$ cat src/rtl/valu_wb_sink.sv
// valu_wb_sink: receive end of the vector ALU result stream.
// Vector results are queued in a FIFO and drained to the VRF write port under valid/ready.
// Scalar results go to a one-entry holding register. The ALU pipelines cannot stall,
// so issue_stall is raised while the free FIFO space is no more than the in-flight bound.
module valu_wb_sink #(
    parameter int unsigned REQ_ADDR_WIDTH  = 32,
    parameter int unsigned RESP_DATA_WIDTH = 64,
    parameter int unsigned FIFO_DEPTH      = 8,
    parameter int unsigned PIPE_LAT        = 6
) (
    input  logic                             clk,
    input  logic                             rst,
    // result stream from the ALU lanes
    input  logic                             in_valid,
    input  logic [REQ_ADDR_WIDTH-1:0]        in_addr,
    input  logic [RESP_DATA_WIDTH-1:0]       in_vec,
    input  logic                             in_w_reg,
    input  logic                             in_sca,
    // VRF write port
    output logic                             vrf_wr_valid,
    output logic [REQ_ADDR_WIDTH-1:0]        vrf_wr_addr,
    output logic [RESP_DATA_WIDTH-1:0]       vrf_wr_data,
    input  logic                             vrf_wr_ready,
    // scalar response path
    output logic                             sca_valid,
    output logic [RESP_DATA_WIDTH-1:0]       sca_data,
    input  logic                             sca_ready,
    // status
    output logic                             issue_stall,
    output logic [$clog2(FIFO_DEPTH):0]      fifo_count,
    output logic                             ovf_err
);

    localparam int unsigned PTR_W = $clog2(FIFO_DEPTH);
    localparam int unsigned CNT_W = PTR_W + 1;
    // Stall once free space (FIFO_DEPTH - count) drops to PIPE_LAT or less.
    localparam logic [CNT_W-1:0] STALL_AT = CNT_W'(FIFO_DEPTH - PIPE_LAT);
    localparam logic [CNT_W-1:0] FULL_CNT = CNT_W'(FIFO_DEPTH);

    // FIFO storage and pointers
    logic [REQ_ADDR_WIDTH-1:0]  r_addr_mem [FIFO_DEPTH];
    logic [RESP_DATA_WIDTH-1:0] r_data_mem [FIFO_DEPTH];
    logic [PTR_W-1:0]           r_wr_ptr;
    logic [PTR_W-1:0]           r_rd_ptr;
    logic [CNT_W-1:0]           r_count;

    // scalar holding register and sticky error
    logic                       r_sca_valid;
    logic [RESP_DATA_WIDTH-1:0] r_sca_data;
    logic                       r_ovf_err;

    // handshake decode
    logic w_full;
    logic w_empty;
    logic w_push_req;
    logic w_pop;
    logic w_push;
    logic w_vec_drop;
    logic w_sca_load;
    logic w_sca_accept;
    logic w_sca_take;
    logic w_sca_drop;

    // Decode push/pop and scalar load/accept for this cycle.
    always_comb begin
        w_full       = (r_count == FULL_CNT);
        w_empty      = (r_count == '0);
        w_push_req   = in_valid & in_w_reg;
        w_pop        = ~w_empty & vrf_wr_ready;
        // A full FIFO still accepts when the head leaves in the same cycle.
        w_push       = w_push_req & (~w_full | w_pop);
        w_vec_drop   = w_push_req & w_full & ~w_pop;
        w_sca_load   = in_valid & in_sca;
        w_sca_accept = r_sca_valid & sca_ready;
        w_sca_take   = w_sca_load & (~r_sca_valid | w_sca_accept);
        w_sca_drop   = w_sca_load & r_sca_valid & ~w_sca_accept;
    end

    // FIFO storage writes; cleared on reset so the head reads zero afterwards.
    always_ff @(posedge clk) begin
        if (rst) begin
            for (int i = 0; i < int'(FIFO_DEPTH); i++) begin
                r_addr_mem[i] <= '0;
                r_data_mem[i] <= '0;
            end
        end else if (w_push) begin
            r_addr_mem[r_wr_ptr] <= in_addr;
            r_data_mem[r_wr_ptr] <= in_vec;
        end
    end

    // FIFO pointers and occupancy count; pointers wrap naturally at the power-of-two depth.
    always_ff @(posedge clk) begin
        if (rst) begin
            r_wr_ptr <= '0;
            r_rd_ptr <= '0;
            r_count  <= '0;
        end else begin
            if (w_push) begin
                r_wr_ptr <= r_wr_ptr + PTR_W'(1);
            end
            if (w_pop) begin
                r_rd_ptr <= r_rd_ptr + PTR_W'(1);
            end
            if (w_push && !w_pop) begin
                r_count <= r_count + CNT_W'(1);
            end else if (w_pop && !w_push) begin
                r_count <= r_count - CNT_W'(1);
            end
        end
    end

    // Scalar holding register: load when empty or being accepted, otherwise drop.
    always_ff @(posedge clk) begin
        if (rst) begin
            r_sca_valid <= 1'b0;
            r_sca_data  <= '0;
        end else if (w_sca_take) begin
            r_sca_valid <= 1'b1;
            r_sca_data  <= in_vec;
        end else if (w_sca_accept) begin
            r_sca_valid <= 1'b0;
        end
    end

    // Sticky overflow flag for any dropped vector or scalar result.
    always_ff @(posedge clk) begin
        if (rst) begin
            r_ovf_err <= 1'b0;
        end else if (w_vec_drop || w_sca_drop) begin
            r_ovf_err <= 1'b1;
        end
    end

    // Outputs come straight from registered state; no input-to-output paths.
    always_comb begin
        vrf_wr_valid = ~w_empty;
        vrf_wr_addr  = r_addr_mem[r_rd_ptr];
        vrf_wr_data  = r_data_mem[r_rd_ptr];
        sca_valid    = r_sca_valid;
        sca_data     = r_sca_data;
        fifo_count   = r_count;
        issue_stall  = (r_count >= STALL_AT);
        ovf_err      = r_ovf_err;
    end

endmodule

$ cat config.mk
export PLATFORM = sky130hd
export DESIGN_NAME = valu_wb_sink
export DESIGN_NICKNAME = d
export VERILOG_FILES = /design/src/rtl/valu_wb_sink.sv
export SDC_FILE = /design/constraint.sdc
export NUM_CORES = 1
export LEC_CHECK = 0
export BUFFER_PORTS_ARGS = -buffer_cell sky130_fd_sc_hd__buf_2
export CAP_MARGIN = 20
export CORE_UTILIZATION = 40
export CTS_CLUSTER_DIAMETER = 150
export DETAILED_ROUTE_END_ITERATION = 12
export GPL_TIMING_DRIVEN = 0
export PLACE_DENSITY = 0.53
export RECOVER_POWER = 100
export SKIP_LAST_GASP = 1
export SLEW_MARGIN = 25
export SYNTH_ARGS = -nofsm -noshare
export SYNTH_HDL_FRONTEND = slang
export SYNTH_SLANG_ARGS = --single-unit
$ cat constraint.sdc
create_clock -name clk -period 8.4 [get_ports clk]
set_input_delay 1.26 -clock clk [delete_from_list [all_inputs] [get_ports clk]]
set_output_delay 1.26 -clock clk [all_outputs]
set_load 0.02 [all_outputs]
# After elaboration in Yosys (flattened, before gate mapping)
# Memory sizes are Yosys's and may differ from the RTL's. A register that Yosys moved wholly into a read port is not among the register bits.
# Index checks and enable logic that the tools add are counted.
totals:
  elab_cells: 60
  register_bits: 76
  mem_count: 2
  ram_bits: 768
  output_inout_bits: 168
mem_list:
  columns: ["memory", "words", "word_bits", "rd", "rd_clocked_by_memory_dff", "write_ports", "line", "source"]
  rows:
  - ["r_data_mem", 8, 64, 1, 1, 8, "42", "logic [RESP_DATA_WIDTH-1:0] r_data_mem [FIFO_DEPTH];"]
  - ["r_addr_mem", 8, 32, 1, 1, 8, "41", "logic [REQ_ADDR_WIDTH-1:0] r_addr_mem [FIFO_DEPTH];"]
classes:
  muxes: 19
  n_addsub: 4
  n_bitwise: 17
  magnitude_cmp: 1
  reduce_logical: 10
  n_eq_ne: 1
ops:
  columns: ["operator", "count"]
  rows:
  - ["2-to-1 mux 64 bit", 1]
  - ["OR reduction 64 bit", 1]
  - ["2-to-1 mux 32 bit", 1]
  - ["OR reduction 32 bit", 1]
  - ["2-to-1 mux 3 bit", 6]
  - ["AND 1 bit", 10]
  - ["2-to-1 mux 1 bit", 9]
  - ["2-to-1 mux 4 bit", 2]
  - ["adder 3 x 1 -> 3 bit, second input constant", 2]
  - ["inverter 1 bit", 5]
  - ["adder 4 x 1 -> 4 bit, second input constant", 1]
  - ["equality test 4 bit, second input constant", 1]
  - [">= comparator 4 x 2 -> 1 bit, second input constant", 1]
  - ["logical NOT 4 bit", 1]
  - ["nonzero test 2 bit", 2]
  - ["subtractor 4 x 1 -> 4 bit, second input constant", 1]
  - ["logical AND 1 bit", 2]
  - ["logical NOT 1 bit", 2]
  - ["bitwise OR 1 bit", 2]
  - ["logical OR 1 bit", 1]

# Longest topological paths before layout
# Gate-level depths: netlist of run 1.
depth:
  depth_word: 10
  depth_mapped: 9
  depth_no_buf: 9

# Worst setup path after synthesis of run 1
# No wires, ideal clock.
synth_path:
  kind: "in2reg"
  start: "input vrf_wr_ready"
  end: "memory r_addr_mem[2][0] (enable)"
  t_arrival_ns: 3.912
  stages: 4
  setup_ns: 0.453
  n_path_buf: 0
  path_slack_ns: 4.035
  path_cell_list: "nor4_4 a21oi_2 nor2b_1 a21o_1"
synth_rtl:
  columns: ["item", "line", "source"]
  rows:
  - ["from (decl)", "23", "input logic vrf_wr_ready,"]
  - ["to (decl)", "41", null]

==> out/results.tsv, run 1 <==
metric	value	unit
unrepaired setup endpoints after global routing	false	
post-synth top area share	64.82	%
max-slew violations	575	
worst reg2reg startpoint	fifo_count[0]	
Lkg Pwr	0.01391	uW
Final Hold Viols	0	
clk slew on worst S/H paths	0.06	ns
most common cell after layout, fill and taps aside	nor2_1	
R2R depth	6	
first-pass GRT wire length	147300	um
worst min path class	flip-flop to flip-flop	
Clk Tree Root Cell	clkbuf_16	
CP required	8.63	ns
antenna viol nets, final	0	
DRT iter0 DRCs	1919	
Worst-Margin Slew	3.111	ns
CP arrival	6.60	ns
asr flop ratio synth	0	%
GR Util All Layers	22.69	%
Critical Path End Type	flip-flop	
Synth Flop Type	edfxtp_1	
via count	21860	
Worst VDD drop	0.1751	mV
Routed WL	102300	um
sequential share of the synthesized area	69.26	%
Post-Layout Cell Count	4069	
post-synth design cell area	35580	sq um
synthesized flop and latch total	847	
full die area	90140	sq um
fin nets	2934	
Sink Count	847	
vias in the first global route	22780	
DP Wirelength	66910	um
RePlAce Congestion	0.7581	
R2R Setup Slk	2.52	ns
Hold Path End	sca_data[60]	
crit path max fanout	24	
Final min period	6.375	ns
Die Width	300.2	um
Post-CTS Setup Repair Bufs	0	
DRC Markers	6	
HP Start	sca_data[60]	
clock skew	0.01251	ns
Layout Area Growth over Synthesis	15.89	%
PortBufs	270	
reg2reg end	r_data_mem[1][57]	
Crit Path Class	input pin to flip-flop	
TritonCTS clock tree	done	
PD cells	265.8	nW/um^2
Starting Density	40.32	%
H-tree levels	3	
final period utilization	75.89	%
failing checks	DRC, capacitance limit, slew limit	
Max-slew headroom	-107.4	%
synthesized area per cell	14.59	sq um
Setup WS post-layout	2.025	ns
most frequent cells in the layout	nor2_1, edfxtp_1, clkbuf_1	
CORE AREA	88240	sq um
dpl ws	4.410	ns
worst hold stages	2	
Post-synth EDFFs	768	
Startpoint Class	input pin	
setup_tns	0	ns
post_cts resized	0	
final setup vio count	0	
Critical path origin	vrf_wr_ready	
Syn Inst Count	2438	
Die Y	300.2	um
Initial DRT Pass Iterations	9	
Syn Nets	2547	
IO Pins	271	
largest cells by area after synthesis	edfxtp_1, mux4_2, nor2_1	
Min Hold Slack	0.4548	ns
worst skew pair latency	0.63	ns
count of different cell masters after synthesis	35	
leading area contributor after synthesis	edfxtp_1	
drt wl/cell	25.14	um
Post-CTS Hold Buffers	0	
MaxCap Viol Count	21	
layout cell share with drive strength beyond 1	20.12	%
CTS Buffer Depth	3	
largest net degree at the start of global routing	39	
status	finished, violations left	
row cnt	109	
YS warnings	0	
# placed instances	3895	
global route overflow	0	
CTS Buf Count	93	
routed vias/inst	5.371	
FMAX	0.1569	GHz
initial antenna violation count	2	
fin util	46.73	%
[synthesized netlist by cell type (12+ instances only)]
cell type / number
nor2_1: 783
edfxtp_1: 768
nand2_1: 229
mux4_2: 192
mux2_2: 98
dfxtp_1: 79
buf_2: 76
a21oi_1: 68
clkbuf_1: 47
buf_6: 20
buf_1: 15
buf_4: 12
[power by group]
part | switching [uW] | internal, uW | total [uW] | leakage, uW
logic | 1250 | 836 | 2090 | 0.00386
clock network | 1640 | 2370 | 4000 | 0.00144
registers | 68.0 | 4800 | 4870 | 0.00860
total | 2960 | 8000 | 11000 | 0.0139
[flip-flops by register name, summed over array words and instances, names as in the netlist, named ones only]
register / flops
r_data_mem: 512
r_addr_mem: 256
sca_data: 64
fifo_count: 4
r_rd_ptr: 3
r_wr_ptr: 3
ovf_err: 1
sca_valid: 1
[final cells by class]
| class | instances | area [sq um] |
|---|---|---|
| Sequential cell | 847 | 24640 |
| Fill cell | 7987 | 47010 |
| Multi-Input combinational cell | 1420 | 9955 |
| Timing Repair Buffer | 292 | 1360 |
| Clock buffer | 132 | 2609 |
| Buffer | 170 | 842.1 |
| Tap cell | 1165 | 1458 |
| Antenna cell | 2 | 5.005 |
| Clock inverter | 40 | 356.6 |
| Inverter | 1 | 3.754 |
[cell families after synthesis]
group,Yosys count,share of synthesized area [%]
buffers and inverters,171,2.620
flip-flops,847,69.26
adder cells (fa/ha/maj),6,0.2321
XOR/XNOR,5,0.1231
AO/OA/AOI/OAI,81,1.248
multiplexers,292,15.31
AND/OR/NAND/NOR,1036,11.20
[per-layer routing]
layer / share of wire [%] / track usage, %
met1: 40 / 29.43
met2: 51 / 39.42
met3: 7.0 / 3.541
met4: 2.2 / 6.378
met5: 0 / 0
[worst max path at each step]
stage	to	cells after the start
6_report	r_data_mem[1][57]	7
5_1_grt	r_data_mem[1][55]	7
4_1_cts	vrf_wr_data[46]	5
3_5_place_dp	r_addr_mem[0][14]	7
3_3_place_gp	r_data_mem[7][59]	3
2_1_floorplan	r_addr_mem[2][0]	4
[worst max-delay path, stage by stage]
cell and delay (ns):
clkbuf_1 0.38, nor4_1 0.12, a21oi_1 0.87, nor2b_1 0.38, a21o_1 1.03, clkbuf_1 1.30, clkbuf_1 1.23
[metrics by stage]
| step | area [sq um] | power (uW) |
|---|---|---|
| 6_report | 41230 | 10960 |
| 4_1_cts | 41920 | 11140 |
| 5_1_grt | 41230 | 11330 |
| 3_3_place_gp | 38390 | 7123 |
| 2_1_floorplan | 35580 | 6386 |
| 3_5_place_dp | 38960 | 7162 |
Power figures use the tool's default switching activity.
==> run 2: changes to the inputs <==
--- a/config.mk
+++ b/config.mk
@@ -11,7 +11,7 @@
 export CTS_CLUSTER_DIAMETER = 150
 export DETAILED_ROUTE_END_ITERATION = 12
 export GPL_TIMING_DRIVEN = 0
-export PLACE_DENSITY = 0.53
+export PLACE_DENSITY = 0.55
 export RECOVER_POWER = 100
 export SKIP_LAST_GASP = 1
 export SLEW_MARGIN = 25
==> constraint.sdc (replaced) <==
create_clock -name clk -period 5.51 [get_ports clk]
set_input_delay 0.8265 -clock clk [delete_from_list [all_inputs] [get_ports clk]]
set_output_delay 0.8265 -clock clk [all_outputs]
set_load 0.02 [all_outputs]
==> run 2 against run 1 <==
Net effect: the run ends with capacitance limit, slew limit left; hold slack lost 0.029 ns; first-iteration DRC count shrank 4.6%; register-to-register slack lost 1.8 ns; via count shrank 0.36%; count of clock-buffer cells in the layout grew 4; wire length is essentially flat; sequential power grew 52%; flip-flop and latch count is the same; clock power grew 55%; global-route usage grew 0.057 points; highest routed layer is now met5.
==> out/results.tsv, run 2 (synthesized netlist as in run 1, its figures left out) <==
metric	value	unit
status	finished, violations left	
failing checks	capacitance limit, slew limit	
most frequent cells in the layout	nor2_1, edfxtp_1, clkbuf_1	
Biggest register	r_data_mem	
CTS Buf Count	96	
R2R Setup Slk	0.77	ns
Worst VDD drop	0.3025	mV
final instance area	41440	sq um
Routed WL	102200	um
PD cells	405.6	nW/um^2
MaxCap Viol Count	9	
Metal-1 WL	39730	um
Lkg Pwr	0.01401	uW
first-pass GRT wire length	148200	um
Sink Count	847	
post_cts resized	0	
Die Y	300.2	um
via count	21780	
Startpoint Class	flip-flop	
crit-path cells	nor4_1 -> a21oi_1 -> a31o_1 -> dlymetal6s4s_1	
CP arrival	4.95	ns
final setup vio count	0	
layout cell share with drive strength beyond 1	20.39	%
DRC Markers	0	
initial antenna violation count	3	
full die area	90140	sq um
worst path buffer plus inverter count	1	
DRT iter0 DRCs	1831	
Die Width	300.2	um
FMAX	0.2109	GHz
total power	16810	uW
Final Hold Viols	0	
setup_tns	0	ns
max FFs per register	512	
RePlAce Congestion	0.7536	
clk slew on worst S/H paths	0.06	ns
final period utilization	86.04	%
most common cell after layout, fill and taps aside	nor2_1	
Clk Tree Root Cell	clkbuf_16	
row cnt	109	
largest net degree at the start of global routing	39	
H-tree levels	3	
unrepaired setup endpoints after global routing	false	
routed vias/inst	5.345	
metal3 WL	8161	um
DP Wirelength	66340	um
crit path max fanout	32	
Post-CTS Hold Buffers	0	
worst skew pair latency	0.66	ns
IO Pins	271	
Max-slew headroom	-62.47	%
worst min path class	input pin to flip-flop	
global route overflow	0	
Post-CTS Setup Repair Bufs	0	
Critical Path End Type	flip-flop	
CP required	5.72	ns
Crit Path Class	flip-flop to flip-flop	
fin nets	2938	
Initial DRT Pass Iterations	5	
PortBufs	270	
CP max stage cell	dlymetal6s4s_1	
clock skew	0.02381	ns
Layout Area Growth over Synthesis	16.47	%
Post-DP Area	38990	sq um
TritonCTS clock tree	done	
CORE AREA	88240	sq um
CTS Buffer Depth	3	
max incr delay on CP	1.80	ns
Worst-Margin Slew	2.437	ns
drt wl/cell	25.09	um
max-slew violations	230	
antenna viol nets, final	0	
GR Util All Layers	22.75	%
crit-path leading delay family	compound AO/OA/AOI/OAI gates	
vias in the first global route	22890	
Final min period	4.741	ns
Starting Density	40.32	%
Top Layer Used	met5	
met2 wire length	52300	um
[run 2: worst paths after layout]
path,from,endpoint,cells after the start
worst max register to register,fifo_count[1],r_data_mem[6][57],4
worst max-delay path,fifo_count[1],r_data_mem[6][57],4
worst min register to register,sca_data[54],sca_data[54],2
worst min-delay path,in_vec[19],sca_data[19],3
[run 2: tightest hold or removal path, cell delays in order]
cell and delay (ns):
buf_2 0.11, nand2_1 0.05, a21oi_1 0.05
[run 2: power breakdown]
part	switching (uW)	internal, uW	total [uW]
clock	2550	3640	6190
sequential	102	7310	7410
combinational	1920	1290	3210
[run 2: area by class of cell]
type                       instances  area, sq um
fill                            7920        46800
sequential                       847        24640
multi-input combinational       1420         9962
clock buffer                     136         2706
timing repair buffer             293         1508
tap                             1165         1458
buffer                           170        823.3
clock inverter                    41        332.8
inverter                           1        3.754
antenna                            1        2.502
[run 2: through the flow]
step           instances  setup WS [ns]  utilization (%)  hold WS (ns)
4_1_cts             4073          1.203            47.63        0.3927
2_1_floorplan       2438          1.579                -        0.4541
6_report            4074         0.7693            46.96        0.4262
3_3_place_gp        3873         -1.553            43.51        0.4403
3_5_place_dp        3896          1.837            44.19        0.4468
5_1_grt             4073         0.5862            46.96        0.4308
[run 2: metal layers]
layer / global-route usage [%] / vias to the layer above
li1: - / 9635
met1: 28.79 / 11160
met2: 39.78 / 832
met3: 4.523 / 145
met4: 5.940 / 2
met5: 0 / -
